## src/rtl/change_dispenser.sv

```systemverilog
// Greedy change dispenser: pays an amount using coins of 10/5/2/1 from per-denomination
// stock counters, spacing coin-eject pulses GAP+1 cycles apart.
module change_dispenser #(
    parameter int unsigned GAP        = 4,
    parameter logic [7:0]  INIT_STOCK = 8'd10
) (
    input  logic       clk,
    input  logic       rst,
    input  logic       req,
    input  logic [7:0] amount,
    input  logic       refill,
    input  logic [3:0] refill_sel,
    output logic [3:0] coin_out,
    output logic       busy,
    output logic       done,
    output logic       short,
    output logic [7:0] remaining,
    output logic [7:0] stock1,
    output logic [7:0] stock2,
    output logic [7:0] stock5,
    output logic [7:0] stock10
);

    typedef enum logic [2:0] {
        S_IDLE,
        S_CHOOSE,
        S_EMIT,
        S_WAIT,
        S_FINISH
    } state_t;

    localparam logic [3:0] WAIT_LOAD = 4'(GAP - 1);
    localparam bit         GAP_ONE   = (GAP == 1);

    state_t     state_q, state_d;
    logic [7:0] remaining_q, remaining_d;
    logic [3:0] cnt_q, cnt_d;
    logic [3:0] sel_q, sel_d;
    logic [7:0] stock1_q, stock1_d;
    logic [7:0] stock2_q, stock2_d;
    logic [7:0] stock5_q, stock5_d;
    logic [7:0] stock10_q, stock10_d;
    logic [7:0] rem_after_coin;

    function automatic logic [7:0] sat_inc(input logic [7:0] v);
        return (v == 8'hFF) ? v : v + 8'd1;
    endfunction

    function automatic logic [7:0] coin_value(input logic [3:0] sel);
        case (sel)
            4'b0001: return 8'd1;
            4'b0010: return 8'd2;
            4'b0100: return 8'd5;
            4'b1000: return 8'd10;
            default: return 8'd0;
        endcase
    endfunction

    always_comb begin
        state_d        = state_q;
        remaining_d    = remaining_q;
        cnt_d          = cnt_q;
        sel_d          = sel_q;
        stock1_d       = stock1_q;
        stock2_d       = stock2_q;
        stock5_d       = stock5_q;
        stock10_d      = stock10_q;
        rem_after_coin = remaining_q - coin_value(sel_q);

        case (state_q)
            S_IDLE: begin
                if (refill) begin
                    if (refill_sel[0]) stock1_d  = sat_inc(stock1_q);
                    if (refill_sel[1]) stock2_d  = sat_inc(stock2_q);
                    if (refill_sel[2]) stock5_d  = sat_inc(stock5_q);
                    if (refill_sel[3]) stock10_d = sat_inc(stock10_q);
                end
                if (req) begin
                    remaining_d = amount;
                    state_d     = (amount == 8'd0) ? S_FINISH : S_CHOOSE;
                end
            end
            S_CHOOSE: begin
                // Largest coin that fits and is in stock; none left means a short payout.
                if (remaining_q >= 8'd10 && stock10_q != 8'd0)     sel_d = 4'b1000;
                else if (remaining_q >= 8'd5 && stock5_q != 8'd0)  sel_d = 4'b0100;
                else if (remaining_q >= 8'd2 && stock2_q != 8'd0)  sel_d = 4'b0010;
                else if (remaining_q >= 8'd1 && stock1_q != 8'd0)  sel_d = 4'b0001;
                else                                               sel_d = 4'b0000;
                state_d = (sel_d != 4'b0000) ? S_EMIT : S_FINISH;
            end
            S_EMIT: begin
                remaining_d = rem_after_coin;
                if (sel_q[0]) stock1_d  = stock1_q - 8'd1;
                if (sel_q[1]) stock2_d  = stock2_q - 8'd1;
                if (sel_q[2]) stock5_d  = stock5_q - 8'd1;
                if (sel_q[3]) stock10_d = stock10_q - 8'd1;
                if (GAP_ONE || rem_after_coin == 8'd0) begin
                    state_d = S_CHOOSE;
                end else begin
                    state_d = S_WAIT;
                    cnt_d   = WAIT_LOAD;
                end
            end
            S_WAIT: begin
                cnt_d = cnt_q - 4'd1;
                if (cnt_q <= 4'd1) state_d = S_CHOOSE;
            end
            S_FINISH: state_d = S_IDLE;
            default:  state_d = S_IDLE;
        endcase
    end

    always_ff @(posedge clk) begin
        if (!rst) begin
            state_q     <= S_IDLE;
            remaining_q <= 8'd0;
            cnt_q       <= 4'd0;
            sel_q       <= 4'd0;
            stock1_q    <= INIT_STOCK;
            stock2_q    <= INIT_STOCK;
            stock5_q    <= INIT_STOCK;
            stock10_q   <= INIT_STOCK;
        end else begin
            state_q     <= state_d;
            remaining_q <= remaining_d;
            cnt_q       <= cnt_d;
            sel_q       <= sel_d;
            stock1_q    <= stock1_d;
            stock2_q    <= stock2_d;
            stock5_q    <= stock5_d;
            stock10_q   <= stock10_d;
        end
    end

    assign coin_out  = (state_q == S_EMIT) ? sel_q : 4'b0000;
    assign busy      = (state_q != S_IDLE);
    assign done      = (state_q == S_FINISH);
    assign short     = (state_q == S_FINISH) && (remaining_q != 8'd0);
    assign remaining = remaining_q;
    assign stock1    = stock1_q;
    assign stock2    = stock2_q;
    assign stock5    = stock5_q;
    assign stock10   = stock10_q;

endmodule

```

## config.mk

```make
export PLATFORM = sky130hd
export DESIGN_NAME = change_dispenser
export DESIGN_NICKNAME = d
export VERILOG_FILES = /design/src/rtl/change_dispenser.sv
export SDC_FILE = /design/constraint.sdc
export NUM_CORES = 1
export LEC_CHECK = 0
export BUFFER_PORTS_ARGS = -buffer_cell sky130_fd_sc_hd__buf_2
export CORE_ASPECT_RATIO = 0.75
export CORE_MARGIN = 4
export CORE_UTILIZATION = 52
export DETAILED_ROUTE_END_ITERATION = 10
export PLACE_DENSITY = 0.78
export SYNTH_ARGS = -nofsm -noshare
export SYNTH_HDL_FRONTEND = slang
export SYNTH_SLANG_ARGS = --single-unit
```

## constraint.sdc

```tcl
create_clock -name clk -period 2.7 [get_ports clk]
set_clock_uncertainty 0.1 [all_clocks]
set_input_delay 0.135 -clock clk [delete_from_list [all_inputs] [get_ports clk]]
set_output_delay 0.135 -clock clk [all_outputs]
set_load 0.05 [all_outputs]
```

==> results.cfg, run 1 <==
[cts]
clk_latency_ps = 310
clock_sinks = 51
cts_htree_levels = 2
cts_made_buffers = 5
holdBufCountCts = 0
cts_max_path_buffers = 2
tritoncts = done
clock-root-buffer = clkbuf_8
path_clk_slew_ps = 100

[setup_path]
rr_startpoint = sel_q[0]
required_ps = 2790
critPathTopFamily = compound AO/OA/AOI/OAI gates
cp_slowest_cell = or4b_2
worstSetupPathType = reg -> reg
setup.worst_path.start = sel_q[0]
max_stage_delay_ps = 710
r2r_slack_ps = 20
cp_num_buf_inv = 1
worstPathArrival_ps = 2770
worstPathCellList = or4b_2 -> ha_4 -> o21ai_2 -> a21oi_2 -> buf_4 -> a221o_1 -> a41oi_4 -> o311ai_1
timing.rr.end = cnt_q[3]
endpoint_kind = register
cp_max_fo = 5
startpoint_type = register
path_depth = 8
endpoint = cnt_q[3]
worst_r2r_path_depth = 8

[synth]
synth-edff-count = 0
syn_area_um2 = 3750
synthArstFlopShare = 0
syn-instance-count = 456
avgSynthCellArea_um2 = 8.22
ys_ff_latch = 51
ys.warnings.count = 0
synth.distinct_cells = 62
ys_seq_area_frac = 0.272
synth_flop_cell = dfxtp_1
synth_nets = 507

[power_and_ir_drop]
leakagePower_uw = 0.00206
p_switching_uw = 1190
pwr-share-clk = 0.204
combPwrFrac = 0.470
pwr-share-seq = 0.326
peakVddDrop_mv = 0.268
intPower_uw = 1640
sw_frac_of_total = 0.421
finalPower_uw = 2830
p_per_area_nw_per_um2 = 633

[timing]
timing.final.hold_violations = 0
slew_violations = 0
setup_viol = 0
min_period_ps = 2680
finalSetupTns_ps = 0
period_share = 0.992
fmax_mhz = 373
slew_headroom = 0.613
rsz0062_at_grt = yes
layout_setup_ws_ps = 20.5
worstMarginPinSlew_ps = 581

[grt]
grt_max_degree = 39
gr-total-overflow = 0
grt_pass1_vias = 3405
antenna_found_initial = 0
grt_use_total = 0.233
grt_pass1_wl_um = 16400

[drt]
dr_total_vias = 3648
routedWlPerCell_um = 15.5
avgViaCountPerCell = 5.78
postRouteAntennaNets = 0
drc = 0
wirelength_um = 9760
drt_iter0_markers = 202
firstDrtPassIters = 4

[floorplan]
rows = 26
initial_core_util = 0.543
die_h_um = 81.5
dieArea_um2 = 8640
io_pins = 63
die_x_um = 106
coreArea_um2 = 6900

[place]
hpwl_um = 7430
globalplace.congestion = 0.897
dp_cells = 621
port-buffer-count = 62
placed_area_um2 = 4260
pre_cts_slack_ps = -145

[final_layout]
final_common_cell = buf_2
diodes = 0
nNetsFinal = 583
final_cells = 631
layout_common_cells = buf_2 (62), nand2_1 (55), dfxtp_1 (51)
drive_gt1_frac = 0.233
area_growth_pct = 19.2
multiInputGateArea_um2 = 2610
final_cell_area_um2 = 4470
fillCellCount = 604
regArea_um2 = 1020

[run_status]
status = complete, no violations

[worst_hold_path]
worstHoldPathType = in -> reg

[job]
maxCapViolations = 0
## layout make-up
| cell class | count | share of cell area |
|---|---|---|
| multi-input combinational | 359 | 0.584 |
| sequential | 51 | 0.229 |
| timing repair buffer | 85 | 0.108 |
| tap | 98 | 0.0274 |
| inverter | 30 | 0.0258 |
| clock buffer | 6 | 0.0185 |
| clock inverter | 2 | 0.00784 |
## worst reg2reg max path: cells and delay by family (launching register included)
family	cells	cell delay, ps
AOI/OAI and AO/OA	5	1030
DFF	1	320
and+or+nand+nor	1	710
buffers and inverters	1	140
adders and majority gates	1	260
## metal layers
metal	part of all wire	wire, µm	track usage
met1	0.47	4570	0.322
met5	0	0	0
met4	0.014	141	0.0634
met3	0.068	663	0.0346
met2	0.45	4380	0.382
## cells by family after synthesis
logic type | share of synthesized area
fa+ha+maj | 0.127
compound gates | 0.171
mux | 0.0484
simple gates | 0.280
flops | 0.272
buf+inv | 0.0524
xor+xnor | 0.0491
## Yosys cell counts (8+ instances only)
cell / instances / area share
nand4_1: 8 / 0.013
nand2_1: 55 / 0.055
nor3_1: 15 / 0.020
dfxtp_1: 51 / 0.27
clkbuf_1: 11 / 0.011
inv_1: 29 / 0.029
xnor2_1: 15 / 0.035
a21boi_0: 9 / 0.018
nor2b_1: 16 / 0.027
nor4_1: 11 / 0.018
a21oi_1: 20 / 0.027
and2_1: 9 / 0.015
mux2i_1: 17 / 0.045
nand3_1: 23 / 0.031
o21ai_0: 20 / 0.027
ha_1: 30 / 0.10
nor2_1: 20 / 0.020
## worst min path at each step
stage / slack [ps] / end / depth (start not counted) / start
after global placement: 350 / remaining[4] / 3 / amount[4]
after detailed placement: 350 / remaining[4] / 3 / amount[4]
after CTS: 20 / remaining[4] / 3 / amount[4]
after global routing: 70 / remaining[4] / 3 / amount[4]
after floorplan: 220 / remaining[4] / 2 / amount[4]
final: 30 / remaining[4] / 3 / amount[4]
## power groups by stage
stage                     Clock [µW]  Combinational, µW  Sequential [µW]
after detailed placement           0               1210              936
after floorplan                    0                730             1120
after CTS                        583               1270              920
after global placement             0               1170              933
after global routing             622               1450              935
final                            577               1330              923
## flip-flops by register name, summed over array words and instances (netlist names)
| signal | count |
|---|---|
| stock2 | 8 |
| cnt_q | 4 |
| stock1 | 8 |
| stock10 | 8 |
| state_q | 3 |
| stock5 | 8 |
| remaining | 8 |
| sel_q | 4 |
## stage by stage
step | hold slack [ps] | utilization
final | 27.5 | 0.648
after global routing | 65.9 | 0.648
after CTS | 19.0 | 0.642
after detailed placement | 348 | 0.618
after global placement | 346 | 0.618
after floorplan | 217 | -
## repair_timing
action	4_1_cts	5_1_grt
buffers inserted	2	0
pin swaps	2	7
resized for setup	6	9
setup endpoints to repair	5	12
Power figures use the tool's default switching activity.
==> inputs of run 2 (changes only) <==
==> constraint.sdc (replaced) <==
create_clock -name clk -period 2.2 [get_ports clk]
set_clock_uncertainty 0.1 [all_clocks]
set_input_delay 0.11 -clock clk [delete_from_list [all_inputs] [get_ports clk]]
set_output_delay 0.11 -clock clk [all_outputs]
set_load 0.05 [all_outputs]
==> run 2 against run 1 <==
Net effect:
- the flow now finishes with violations (setup timing)
- power grew 46%
- final cell count rose by 10%
- clock power is essentially flat
- combinational power increased by 80%
- core utilization increased by 16 points
- hold slack gained 19 ps
- first-iteration DRC count rose by 52%
- sequential power up 25%
- via count up 15%
- sequential share of layout area decreased by 4.4 points
- global-route usage rose by 5.4 points
- critical path type unchanged
- highest routed layer unchanged
==> results.cfg, run 2 (same netlist as run 1, synthesis figures left out) <==
[run_status]
status = finished, violations left
violations = setup timing

[cts]
clock_sinks = 51
path_clk_slew_ps = 110
clk_latency_ps = 320
cts_made_buffers = 5
tritoncts = done
clock-root-buffer = clkbuf_8
cts_htree_levels = 2
cts_max_path_buffers = 2

[timing]
slew_headroom = 0.573
slew_violations = 0
rsz0062_at_grt = yes
layout_setup_ws_ps = -345
worstMarginPinSlew_ps = 640
fmax_mhz = 393
timing.final.hold_violations = 0
min_period_ps = 2550
period_share = 1.16
setup_viol = 18

[setup_path]
setup.worst_path.start = sel_q[1]
cp_max_fo = 5
critPathTopFamily = simple AND/OR/NAND/NOR gates
timing.rr.end = cnt_q[1]
path_depth = 7
cp_num_buf_inv = 0
worstPathCellList = or4b_4 -> ha_4 -> nand3_1 -> and2_4 -> xnor2_1 -> a41oi_4 -> o311a_1
worstPathArrival_ps = 2670
worstSetupPathType = reg -> reg
required_ps = 2320
startpoint_type = register
worst_r2r_path_depth = 7
rr_startpoint = sel_q[1]
max_stage_delay_ps = 550
cp_slowest_cell = or4b_4
endpoint = cnt_q[1]
r2r_slack_ps = -350
endpoint_kind = register

[place]
placed_area_um2 = 4690
hpwl_um = 7920
port-buffer-count = 62
globalplace.congestion = 0.897

[power_and_ir_drop]
p_switching_uw = 1820
intPower_uw = 2300
pwr-share-seq = 0.279
p_per_area_nw_per_um2 = 737
finalPower_uw = 4120
peakVddDrop_mv = 0.431
sw_frac_of_total = 0.441
leakagePower_uw = 0.00247
pwr-share-clk = 0.141
combPwrFrac = 0.580

[floorplan]
coreArea_um2 = 6900
initial_core_util = 0.543
die_h_um = 81.5
rows = 26
die_x_um = 106
io_pins = 63
dieArea_um2 = 8640

[drt]
dr_total_vias = 4196
routedWlPerCell_um = 18.9
drc = 0
firstDrtPassIters = 5
postRouteAntennaNets = 0
wirelength_um = 13200
drt_iter0_markers = 307
avgViaCountPerCell = 6.02

[grt]
grt_pass1_wl_um = 19700
grt_use_met1 = 0.356
grt_max_degree = 37
gr-total-overflow = 0
antenna_found_initial = 0
met3_usage = 0.0621
met2_usage = 0.503
grt_busiest_layer = met2
grt_use_total = 0.287
grt_pass1_vias = 4041

[final_layout]
drive_gt1_frac = 0.444
final_cell_area_um2 = 5590
final_common_cell = buf_4
nNetsFinal = 649
layout_common_cells = buf_4 (75), buf_2 (62), nand2_1 (49)
diodes = 0
area_growth_pct = 49.3
fillCellCount = 422

[job]
maxCapViolations = 0

[worst_hold_path]
worstHoldPathType = in -> reg
## run 2: changes by cell type in the layout (fill, tap and decap cells not counted), sizes merged
cell,before,now
inv,30,29
bufbuf,0,1
clkinvlp,0,2
buf,85,148
bufinv,1,0
clkinv,1,4
clkbuf,6,5
## run 2: power by group through the flow
stage / clock (µW) / sequential (µW) / combinational (µW)
final: 579 / 1150 / 2390
after global routing: 611 / 1160 / 2540
after CTS: 575 / 1130 / 2120
after detailed placement: 0 / 1140 / 1790
after global placement: 0 / 1130 / 1730
after floorplan: 0 / 1380 / 967
## run 2: worst min path at each step
stage / cells after the start / endpoint / from
floorplan: 2 / remaining[4] / amount[4]
global placement: 3 / remaining[4] / amount[4]
detailed placement: 3 / remaining[4] / amount[4]
CTS: 3 / remaining[4] / amount[4]
global route: 3 / remaining[4] / amount[4]
finish: 3 / remaining[4] / amount[4]
## run 2: layout make-up
class	count	area (µm²)	area share
Inverter	30	125	0.0224
Tap cell	98	123	0.0219
Clock inverter	3	20.0	0.00358
Sequential cell	51	1030	0.185
Multi-Input combinational cell	359	3140	0.562
Timing Repair inverter	2	32.5	0.00582
Clock buffer	5	68.8	0.0123
Timing Repair Buffer	149	1050	0.187
## run 2: stage by stage
step,util,setup slack [ps],setup TNS (ps),instances,hold slack [ps]
final,0.811,-345,-2740,697,47.0
after global routing,0.811,-399,-4340,697,54.4
after CTS,0.772,-339,-2080,688,34.1
after detailed placement,0.679,-384,-2760,664,366
after global placement,0.679,-275,-1730,664,318
after floorplan,-,-220,-1990,456,192
## run 2: repair_timing
action | in CTS | in global routing
setup buffers | 13 | 13
gates resized for setup | 58 | 46
hold buffers | 0 | 0
gates cloned | 3 | 0
setup endpoints to repair | 16 | 22
pin swaps | 32 | 31
## run 2: per-layer routing
metal	share of wire	wire (µm)
met1	0.41	5460
met4	0.025	325
met2	0.48	6380
met5	0	0
met3	0.078	1030
## run 2: worst min-delay path, cell delays in order
cell      delay (ps)
buf_2            100
a221oi_1          80
nor2b_1          130
